$ cat src/rtl/serial_rx_v2_if.sv
// Link-side and word-side signals of the serial receiver.
// master = receiver, slave = link driver / word consumer.
`timescale 1ns/1ps
interface serial_rx_v2_if #(
    parameter int DATA_WIDTH  = 32,
    parameter int SERIAL_MODE = 2,
    parameter int CMD_NUM_WID = 6
);
    logic                   RX_CLK;
    logic [SERIAL_MODE-1:0] RX_DIN;
    logic                   rx_valid_o;
    logic [DATA_WIDTH-1:0]  rx_data_o;
    logic                   rx_done_o;
    logic [CMD_NUM_WID-1:0] rx_len_o;
    logic                   rx_crc_err_o;
    logic                   rx_frame_err_o;
    logic                   rx_busy_o;

    modport master (
        input  RX_CLK, RX_DIN,
        output rx_valid_o, rx_data_o, rx_done_o, rx_len_o,
        output rx_crc_err_o, rx_frame_err_o, rx_busy_o
    );

    modport slave (
        output RX_CLK, RX_DIN,
        input  rx_valid_o, rx_data_o, rx_done_o, rx_len_o,
        input  rx_crc_err_o, rx_frame_err_o, rx_busy_o
    );
endinterface

$ cat src/rtl/serial_rx_v2.sv
// Source-synchronous serial link receiver: deserialises clock bursts into words,
// treats the final word of each burst as CRC32 over the preceding data words.
`timescale 1ns/1ps
module serial_rx_v2 #(
    parameter real TCQ         = 0.1,
    parameter int  DATA_WIDTH  = 32,
    parameter int  SERIAL_MODE = 2,
    parameter int  CMD_NUM_WID = 6,
    parameter int  IDLE_GAP    = 16
) (
    input  logic            clk_i,
    input  logic            rst_i,
    serial_rx_v2_if.master  bus
);
    localparam int SERIAL_NUM = DATA_WIDTH / SERIAL_MODE;
    localparam int NBYTES     = DATA_WIDTH / 8;
    localparam int BCNT_W     = (SERIAL_NUM > 1) ? $clog2(SERIAL_NUM) : 1;
    localparam int GAP_W      = $clog2(IDLE_GAP + 1);
    localparam int SCNT_W     = $clog2(NBYTES + 1);

    localparam logic [BCNT_W-1:0]      BCNT_LAST = BCNT_W'(SERIAL_NUM - 1);
    localparam logic [BCNT_W-1:0]      BCNT_ONE  = BCNT_W'(1);
    localparam logic [GAP_W-1:0]       GAP_END   = GAP_W'(IDLE_GAP);
    localparam logic [GAP_W-1:0]       GAP_ONE   = GAP_W'(1);
    localparam logic [SCNT_W-1:0]      SCNT_LOAD = SCNT_W'(NBYTES);
    localparam logic [SCNT_W-1:0]      SCNT_ONE  = SCNT_W'(1);
    localparam logic [CMD_NUM_WID:0]   WCNT_ONE  = 1;
    localparam logic [CMD_NUM_WID:0]   WCNT_MAX  = '1;
    localparam logic [CMD_NUM_WID:0]   WCNT_LIM  = {1'b1, {CMD_NUM_WID{1'b0}}};
    localparam logic [31:0]            CRC_POLY  = 32'h04C1_1DB7;

    if ((DATA_WIDTH % 8 != 0) || (DATA_WIDTH % SERIAL_MODE != 0) || (DATA_WIDTH < 32) ||
        !((SERIAL_MODE == 1) || (SERIAL_MODE == 2) || (SERIAL_MODE == 4) || (SERIAL_MODE == 8)) ||
        (IDLE_GAP < 8) || (SERIAL_NUM * 4 < NBYTES + 2) || (TCQ < 0.0)) begin : g_param_err
        $error("serial_rx_v2: unsupported parameter combination");
    end

    // One byte of the CRC32_D8 engine: MSB-first, polynomial 0x04C11DB7.
    function automatic logic [31:0] crc32_d8(input logic [31:0] c, input logic [7:0] d);
        logic [31:0] r;
        r = c;
        for (int i = 7; i >= 0; i--) begin
            if (r[31] ^ d[i]) r = {r[30:0], 1'b0} ^ CRC_POLY;
            else              r = {r[30:0], 1'b0};
        end
        return r;
    endfunction

    typedef enum logic [1:0] {ST_IDLE, ST_RX, ST_CHECK, ST_DONE} state_t;

    state_t                  state_q, state_d;
    logic [2:0]              clk_sync_p;
    logic [SERIAL_MODE-1:0]  din_p0, din_p1;
    logic [DATA_WIDTH-1:0]   sh_q, hold_q, ser_word_q, sh_nxt;
    logic [31:0]             crc_q;
    logic [BCNT_W-1:0]       bcnt_q;
    logic [GAP_W-1:0]        gcnt_q;
    logic [SCNT_W-1:0]       ser_cnt_q;
    logic [CMD_NUM_WID:0]    wcnt_q, wcnt_m1;
    logic                    armed_q, have_hold_q, ovf_q;
    logic                    clk_pose, take, word_done, emit, chk_go;
    logic                    rx_valid_q, rx_done_q, rx_crc_err_q, rx_frame_err_q;
    logic [DATA_WIDTH-1:0]   rx_data_q;
    logic [CMD_NUM_WID-1:0]  rx_len_q;

    // Stage p0/p1: two-flop synchronisers keep clock and data aligned; third clock flop for edges.
    always_ff @(posedge clk_i) begin
        if (rst_i) clk_sync_p <= '0;
        else       clk_sync_p <= {clk_sync_p[1:0], bus.RX_CLK};
    end

    always_ff @(posedge clk_i) begin
        din_p0 <= bus.RX_DIN;
        din_p1 <= din_p0;
    end

    assign clk_pose  = clk_sync_p[1] & ~clk_sync_p[2];
    assign take      = clk_pose && ((state_q == ST_RX) || ((state_q == ST_IDLE) && armed_q));
    assign word_done = take && (bcnt_q == BCNT_LAST);
    assign emit      = word_done && have_hold_q;
    assign sh_nxt    = {sh_q[DATA_WIDTH-SERIAL_MODE-1:0], din_p1};
    assign chk_go    = (state_q == ST_CHECK) && (ser_cnt_q == '0);
    assign wcnt_m1   = wcnt_q - WCNT_ONE;

    always_ff @(posedge clk_i) begin
        if (rst_i) state_q <= ST_IDLE;
        else       state_q <= state_d;
    end

    always_comb begin
        state_d = state_q;
        case (state_q)
            ST_IDLE:  if (clk_pose && armed_q)              state_d = ST_RX;
            ST_RX:    if (!clk_pose && (gcnt_q == GAP_END)) state_d = ST_CHECK;
            ST_CHECK: if (ser_cnt_q == '0)                  state_d = ST_DONE;
            default:                                        state_d = ST_IDLE;
        endcase
    end

    // Stage p2: word assembly, hold register and byte-serial CRC datapath.
    always_ff @(posedge clk_i) begin
        if (take)      sh_q   <= sh_nxt;
        if (word_done) hold_q <= sh_nxt;
        if (emit)                   ser_word_q <= hold_q;
        else if (ser_cnt_q != '0)   ser_word_q <= ser_word_q << 8;
        if (state_q == ST_IDLE)     crc_q <= '1;
        else if (ser_cnt_q != '0)   crc_q <= crc32_d8(crc_q, ser_word_q[DATA_WIDTH-1 -: 8]);
    end

    always_ff @(posedge clk_i) begin
        if (rst_i) begin
            gcnt_q         <= '0;
            bcnt_q         <= '0;
            armed_q        <= 1'b0;
            have_hold_q    <= 1'b0;
            wcnt_q         <= '0;
            ovf_q          <= 1'b0;
            ser_cnt_q      <= '0;
            rx_valid_q     <= 1'b0;
            rx_data_q      <= '0;
            rx_done_q      <= 1'b0;
            rx_len_q       <= '0;
            rx_crc_err_q   <= 1'b0;
            rx_frame_err_q <= 1'b0;
        end else begin
            rx_valid_q <= 1'b0;
            rx_done_q  <= 1'b0;

            // In IDLE the gap counter measures low link clock; in RX, cycles since the last edge.
            case (state_q)
                ST_IDLE: gcnt_q <= clk_sync_p[1] ? '0 : ((gcnt_q == GAP_END) ? gcnt_q : gcnt_q + GAP_ONE);
                ST_RX:   gcnt_q <= clk_pose      ? '0 : ((gcnt_q == GAP_END) ? gcnt_q : gcnt_q + GAP_ONE);
                default: gcnt_q <= '0;
            endcase

            if ((state_q == ST_IDLE) && (gcnt_q == GAP_END)) armed_q <= 1'b1;
            if (take && (state_q == ST_IDLE))                armed_q <= 1'b0;
            if (state_q == ST_DONE)                          armed_q <= 1'b1;

            if ((state_q == ST_IDLE) || (state_q == ST_DONE)) begin
                have_hold_q <= 1'b0;
                wcnt_q      <= '0;
                ovf_q       <= 1'b0;
                bcnt_q      <= '0;
            end

            if (take)      bcnt_q      <= (bcnt_q == BCNT_LAST) ? '0 : bcnt_q + BCNT_ONE;
            if (word_done) have_hold_q <= 1'b1;

            if (emit) begin
                rx_valid_q <= 1'b1;
                rx_data_q  <= hold_q;
                ser_cnt_q  <= SCNT_LOAD;
                if (wcnt_q != WCNT_MAX) wcnt_q <= wcnt_q + WCNT_ONE;
                if (wcnt_q == WCNT_LIM) ovf_q  <= 1'b1;
            end else if (ser_cnt_q != '0) begin
                ser_cnt_q <= ser_cnt_q - SCNT_ONE;
            end

            if (chk_go) begin
                rx_done_q      <= 1'b1;
                rx_len_q       <= wcnt_m1[CMD_NUM_WID-1:0];
                rx_frame_err_q <= (bcnt_q != '0) || (wcnt_q == '0) || ovf_q;
                rx_crc_err_q   <= (wcnt_q != '0) && (hold_q[31:0] != crc_q);
            end
        end
    end

    assign bus.rx_valid_o     = rx_valid_q;
    assign bus.rx_data_o      = rx_data_q;
    assign bus.rx_done_o      = rx_done_q;
    assign bus.rx_len_o       = rx_len_q;
    assign bus.rx_crc_err_o   = rx_crc_err_q;
    assign bus.rx_frame_err_o = rx_frame_err_q;
    assign bus.rx_busy_o      = (state_q != ST_IDLE);
endmodule
$ cat src/flat_wrapper.sv
// flat-port wrapper written by rule: the top's interface ports become plain ports
module serial_rx_v2_flat 
#(
    parameter real TCQ         = 0.1,
    parameter int  DATA_WIDTH  = 32,
    parameter int  SERIAL_MODE = 2,
    parameter int  CMD_NUM_WID = 6,
    parameter int  IDLE_GAP    = 16
)
  (clk_i, rst_i, bus_RX_CLK, bus_RX_DIN, bus_rx_valid_o, bus_rx_data_o, bus_rx_done_o, bus_rx_len_o, bus_rx_crc_err_o, bus_rx_frame_err_o, bus_rx_busy_o);
  serial_rx_v2_if #(.DATA_WIDTH(DATA_WIDTH), .SERIAL_MODE(SERIAL_MODE), .CMD_NUM_WID(CMD_NUM_WID)) bus_i ();
  input  logic clk_i;
  input  logic rst_i;
  input wire logic [$bits(bus_i.RX_CLK)-1:0] bus_RX_CLK;
  input wire logic [$bits(bus_i.RX_DIN)-1:0] bus_RX_DIN;
  output wire logic [$bits(bus_i.rx_valid_o)-1:0] bus_rx_valid_o;
  output wire logic [$bits(bus_i.rx_data_o)-1:0] bus_rx_data_o;
  output wire logic [$bits(bus_i.rx_done_o)-1:0] bus_rx_done_o;
  output wire logic [$bits(bus_i.rx_len_o)-1:0] bus_rx_len_o;
  output wire logic [$bits(bus_i.rx_crc_err_o)-1:0] bus_rx_crc_err_o;
  output wire logic [$bits(bus_i.rx_frame_err_o)-1:0] bus_rx_frame_err_o;
  output wire logic [$bits(bus_i.rx_busy_o)-1:0] bus_rx_busy_o;
  assign bus_i.RX_CLK = bus_RX_CLK;
  assign bus_i.RX_DIN = bus_RX_DIN;
  assign bus_rx_valid_o = bus_i.rx_valid_o;
  assign bus_rx_data_o = bus_i.rx_data_o;
  assign bus_rx_done_o = bus_i.rx_done_o;
  assign bus_rx_len_o = bus_i.rx_len_o;
  assign bus_rx_crc_err_o = bus_i.rx_crc_err_o;
  assign bus_rx_frame_err_o = bus_i.rx_frame_err_o;
  assign bus_rx_busy_o = bus_i.rx_busy_o;
  serial_rx_v2 #(.TCQ(TCQ), .DATA_WIDTH(DATA_WIDTH), .SERIAL_MODE(SERIAL_MODE), .CMD_NUM_WID(CMD_NUM_WID), .IDLE_GAP(IDLE_GAP)) u_core (.clk_i(clk_i), .rst_i(rst_i), .bus(bus_i));
endmodule
$ cat config.mk
export PLATFORM = sky130hd
export DESIGN_NAME = serial_rx_v2_flat
export DESIGN_NICKNAME = d
export VERILOG_FILES = /design/src/rtl/serial_rx_v2_if.sv /design/src/rtl/serial_rx_v2.sv /design/src/flat_wrapper.sv
export SDC_FILE = /design/constraint.sdc
export NUM_CORES = 1
export LEC_CHECK = 0
export CORE_MARGIN = 2
export CORE_UTILIZATION = 55
export DETAILED_ROUTE_END_ITERATION = 12
export PLACE_DENSITY_LB_ADDON = 0.05
export SETUP_SLACK_MARGIN = 0.05
export SLEW_MARGIN = 0
export SYNTH_ARGS = -nofsm -noshare
export SYNTH_HDL_FRONTEND = slang
export SYNTH_SLANG_ARGS = --single-unit
export TNS_END_PERCENT = 100
$ cat constraint.sdc
create_clock -name clk_i -period 6.2 [get_ports clk_i]
set_input_delay 0.62 -clock clk_i [delete_from_list [all_inputs] [get_ports clk_i]]
set_output_delay 0.62 -clock clk_i [all_outputs]
set_load 0.05 [all_outputs]
=== Word level (Yosys, flattened, before mapping) ===
Index checks and enable logic that the tools add are counted.

* Flip-flop bits (word level): 199
* Bits in latches: 0
* Bits in writable memories: 0
* Memory bits (read-only): 0
* Bits of input ports: 5
* Output and inout bits: 43
* Word-level logic and storage cells: 134
* Memories kept: 0

* Add/subtract/negate cells: 5
* $mul: 0
* Divide/modulo/power cells: 0
* Order comparisons: 0
* Equality and inequality tests: 11
* Shifts and indexed selects: 0
* Multiplexer cells: 50
* Bitwise logic cells: 18
* Reductions and logical operators: 28

{| class="wikitable"
|+ Operator list
! operator !! number
|-
| 32-bit two-way mux || 16
|-
| 27-bit two-way mux || 8
|-
| 14-bit inverter || 8
|-
| 32-bit inequality test || 1
|-
| 7-bit two-way mux || 3
|-
| 5-bit two-way mux || 3
|-
| 4-bit two-way mux || 3
|-
| 1-bit logical AND || 10
|-
| 1-bit two-way mux || 10
|-
| 5-bit one-hot mux with 2 select lines || 1
|-
| 2-bit nonzero test || 4
|-
| 1-bit XOR || 8
|-
| 7-bit by 1-bit adder with 7-bit output (second input constant) || 1
|-
| 7-bit equality test (second input constant) || 1
|-
| 7-bit logical NOT || 1
|-
| 7-bit inequality test (second input constant) || 1
|-
| 7-bit nonzero test || 1
|-
| 2-bit two-way mux || 3
|-
| 3-bit two-way mux || 2
|-
| 2-bit one-hot mux with 3 select lines || 1
|-
| 3-bit nonzero test || 2
|-
| 6-bit by 1-bit subtractor with 6-bit output (second input constant) || 1
|-
| 5-bit by 1-bit adder with 5-bit output (second input constant) || 1
|-
| 5-bit equality test (second input constant) || 1
|-
| 16 further kinds || 21
|}

=== Longest topological paths before layout ===
* Depth in word-level cells: 30
* Mapped depth: 9
* Mapped depth without buffers: 8

=== Least setup slack after synthesis ===
No wires, ideal clock.

* Path type: register to register
* Start point: register u_core.state_q[1]
* End point: register u_core.hold_q[0], enable pin
* Setup time: 0.423 ns
* Arrival: 2.253 ns
* Required time: 5.777 ns
* Setup slack: 3.525 ns
* Cell stages (with the launch flop): 6
* Path buffers: 0
* Period minus slack after synthesis: 2.675 ns
* Cell sequence: dfxtp_1 inv_1 ha_1 a21o_1 nand2_1 nor2_1

* Cells in the longest elaborated chain, start to end: 5
* Elaborated cells on any way between the ends: 6
* Classes of those cells: 1 x eq/ne; 5 x reduce/logical

{| class="wikitable"
|+ RTL lines
! element !! RTL line !! source
|-
| from (decl) || serial_rx_v2.sv:51 || <nowiki>state_t state_q, state_d;</nowiki>
|-
| from (signal assigned) || serial_rx_v2.sv:87 || <nowiki>else state_q <= state_d;</nowiki>
|-
| 2-bit logical NOT || serial_rx_v2.sv:78 || <nowiki>assign take = clk_pose && ((state_q == ST_RX) || ((state_q == ST_IDLE) && armed_q));</nowiki>
|-
| 1-bit logical AND || serial_rx_v2.sv:78 ||
|-
| 1-bit logical OR (*) || serial_rx_v2.sv:78 ||
|-
| 1-bit logical AND (*) || serial_rx_v2.sv:78 ||
|-
| 1-bit logical AND (*) || serial_rx_v2.sv:79 || <nowiki>assign word_done = take && (bcnt_q == BCNT_LAST);</nowiki>
|-
| net u_core.word_done || serial_rx_v2.sv:61 || <nowiki>logic clk_pose, take, word_done, emit, chk_go;</nowiki>
|-
| to (signal assigned) || serial_rx_v2.sv:103 || <nowiki>if (word_done) hold_q <= sh_nxt;</nowiki>
|-
| to (decl) || serial_rx_v2.sv:54 || <nowiki>logic [DATA_WIDTH-1:0] sh_q, hold_q, ser_word_q, sh_nxt;</nowiki>
|}

Mark *: on every way through the listed nets, which the timed path passes. The rest lies on a longest branch.
A chain may end at the register's enable or synchronous reset.

=== Final worst setup path ===
* Start point: register u_core.state_q[0]
* End point: output bus_rx_busy_o

* Cells in the longest elaborated chain, start to end: 1

{| class="wikitable"
|+ RTL lines
! element !! RTL line !! source
|-
| 2-bit nonzero test || serial_rx_v2.sv:175 || <nowiki>assign bus.rx_busy_o = (state_q != ST_IDLE);</nowiki>
|-
| to (decl) || flat_wrapper.sv:22 || <nowiki>output wire logic [$bits(bus_i.rx_busy_o)-1:0] bus_rx_busy_o;</nowiki>
|}

Every way passes these cells.

==> flow_summary.toml <==
[run_status]
status = "finished, final reports clean"

[drt]
drtPass1Iterations = 7
wl_um = 17000
post-route-drc-count = 0
vias_per_cell = 5.42
ant_nets = 0
vias = 5309
drt-initial-drc-count = 549
post_drt_wl_per_cell_um = 17.3

[synth]
synth-seq-area-share_pct = 59.9
async_flop_share_pct = 0
syn-num-nets = 762
synth-main-ff-cell = "dfxtp_1"
yosysWarnings = 0
syn_area_um2 = 8220
synth-edff-count = 94
syn_avg_cell_area_um2 = 11.1
ys_types = 52
syn-instance-count = 743
ys_seq_elements = 199

[setup_path]
critPathBufInv = 4
crit_path_start_kind = "flip-flop"
critPathTopFamily = "buffers and inverters"
cp-end-kind = "primary output"
worstPathRequired_ns = 5.58
crit_top_cell = "inv_1"
cpPeakStageDelay_ns = 0.87
slowest_stage = "clkdlybuf4s50_1"
path_cells = "inv_1 -> ha_1 -> inv_1 -> buf_4 -> clkdlybuf4s50_1"
worstPathMaxFanout = 31
arrival_ns = 2.55
crit_type = "flip-flop to primary output"

[clock_tree]
cts.sinks = 199
cts_htree_levels = 4
clkTransAtPathRegs_ns = 0.08
cts_tree = "done"
cts_buffers = 17
worstSkewPairLatency_ns = 0.44
root_buffer = "clkbuf_16"
holdBufCountCts = 0
post-cts-setup-buffers = 0
post_cts_resize_count = 0
ctsLongestPathBuffers = 2

[sta]
post-route-period-util_pct = 51.2
hold_violations = 0
tightestPinTransition_ns = 1.19
whs_ns = 0.331
slew_violations = 0
finalCriticalPeriod_ns = 3.17
finClkSkew_ns = 0.0109
setup-tns-final_ns = 0
clock.fmax_ghz = 0.315
rsz0062_at_grt = "no"
slew_headroom_pct = 20.8
setup_viol = 0

[placement]
gp_congestion = 0.814
hpwl_um = 11500
io_buffers = 47

[global_route]
grt_max_degree = 66
track_usage_pct = 22.7
grt_pass1_vias = 5222
grt_overflow_total = 0
grt_pass1_wl_um = 27800
grt_antenna_before_repair = 0

[finish]
final_layout_size_suffix_gt1_share_pct = 7.41
area_growth_syn_to_layout_pct = 14.4
nets = 802
final_core_util_pct = 64.5
diodes = 0

[floorplan]
ios = 48
chipHeight_um = 126
core_area_um2 = 14600
die_w_um = 126
rows = 44
dieArea_um2 = 15900
start_util_pct = 56.4

[hold_path]
hp-class = "flip-flop to flip-flop"

[run]
cap_violations = 0

[pwr]
cellPowerDensity_nw_per_um2 = 506
p_leak_nw = 3.47
power_w = 0.00476
vdd_drop_max_mv = 0.262
[where the power goes]
group / switching, W / internal [W]
clock network: 0.000504 / 0.000526
registers: 0.000137 / 0.00162
logic: 0.00105 / 0.000922
total: 0.00169 / 0.00307
[state kept, by name (all words and copies together), names as in the netlist]
| name | count |
|---|---|
| u_core.armed_q | 1 |
| u_core.wcnt_q | 7 |
| u_core.sh_q | 30 |
| u_core.din_p0 | 2 |
| u_core.bus.rx_crc_err_o | 1 |
| u_core.gcnt_q | 5 |
| u_core.bus.rx_valid_o | 1 |
| u_core.crc_q | 32 |
| u_core.bus.rx_data_o | 32 |
| u_core.ovf_q | 1 |
| u_core.bus.rx_done_o | 1 |
| u_core.bcnt_q | 4 |
| u_core.have_hold_q | 1 |
| u_core.ser_word_q | 32 |
| u_core.bus.rx_frame_err_o | 1 |
| u_core.bus.rx_len_o | 6 |
| u_core.state_q | 2 |
| u_core.clk_sync_p | 3 |
| u_core.hold_q | 32 |
| u_core.din_p1 | 2 |
| u_core.ser_cnt_q | 3 |
[per-stage QoR]
| step | instances | setup slack (ns) | instance area (um2) |
|---|---|---|---|
| 6_report | 980 | 3.03 | 9410 |
| 5_1_grt | 980 | 2.89 | 9410 |
| 4_1_cts | 980 | 3.03 | 9410 |
| 3_5_place_dp | 948 | 3.49 | 8860 |
| 3_3_place_gp | 948 | 3.56 | 8860 |
| 2_1_floorplan | 743 | 3.52 | 8220 |
[metal layers]
layer	GRT usage (%)	part of all wire, %	up-vias
li1	-	-	2604
met1	33.3	49	2568
met2	33.3	45	119
met3	5.35	4.0	18
met4	7.63	1.9	0
met5	0	0	-
[worst paths after layout]
check	endpoint	cells past startpoint	slack, ns	startpoint
setup / recovery	bus_rx_busy_o	5	3.03	u_core.state_q[0]
hold / removal	u_core.din_p1[0]	0	0.33	u_core.din_p0[0]
setup reg to reg	u_core.wcnt_q[1]	8	3.67	u_core.state_q[0]
hold reg to reg	u_core.din_p1[0]	0	0.33	u_core.din_p0[0]
[worst reg2reg max path, cell delays in order (launching register included)]
cell and delay, ns:
dfxtp_1 0.42, inv_1 0.09, ha_1 0.33, a21o_1 0.27, nand3_2 0.08, buf_4 0.55, a21oi_1 0.23, or3_1 0.36
a21oi_1 0.14
[layout make-up]
cell class | count | area [um2]
Fill cell | 1149 | 5180
Clock inverter | 13 | 109
Multi-Input combinational cell | 487 | 3100
Sequential cell | 199 | 4920
Inverter | 23 | 86.3
Timing Repair Buffer | 55 | 526
Clock buffer | 19 | 433
Tap cell | 184 | 230
[kinds of logic (layout without fill, tap and decap cells)]
group,after synthesis,count (layout),synth area share (%)
mux,5,5,0.624
flops,199,199,59.9
simple gates,261,261,13.8
xor+xnor,105,105,13.4
compound gates,102,102,7.59
fa+ha+maj,14,14,2.13
buf+inv,57,110,2.60
[cells in the final DEF, fill, tap and decap left out, types with 2 or more instances in the layout]
cell type,count
and2_1,3
nor2_1,44
o21ai_0,11
nor2b_1,4
a31oi_1,2
a21oi_1,51
clkdlybuf4s50_1,46
o211ai_1,19
a311oi_1,2
xnor2_1,37
inv_8,2
o311ai_0,2
mux2i_1,4
dfxtp_1,105
nor4_1,10
clkbuf_16,17
clkbuf_1,2
ha_1,14
buf_4,8
and3_1,3
edfxtp_1,94
clkinv_1,2
nand3_1,11
xor2_2,2
xnor2_2,6
nand4_1,4
xnor3_1,5
a211oi_1,7
nand3b_1,2
inv_6,7
nand2b_1,3
or3_1,4
inv_1,22
nor3_1,5
nand2_1,157
xor2_1,52
[cell usage after synthesis, types with 2 or more instances]
cell type	count	area (um2)
nand2_1	157	589
dfxtp_1	105	2100
edfxtp_1	94	2820
xor2_1	52	455
a21oi_1	51	255
nor2_1	45	169
xnor2_1	37	324
clkbuf_1	29	109
inv_1	22	82.6
o211ai_1	19	143
ha_1	14	175
nand3_1	12	60.1
o21ai_0	11	55.1
nor4_1	10	62.6
a211oi_1	7	52.6
xnor2_2	6	97.6
buf_1	5	18.8
nor2b_1	5	31.3
nor3_1	5	25.0
xnor3_1	5	113
mux2i_1	4	40.0
nand4_1	4	25.0
or3_1	4	25.0
and2_1	3	18.8
and3_1	3	18.8
nand2b_1	3	18.8
a311oi_1	2	17.5
a31oi_1	2	12.5
nand3b_1	2	15.0
o311ai_0	2	17.5
xor2_2	2	32.5
Power figures use the tool's default switching activity.
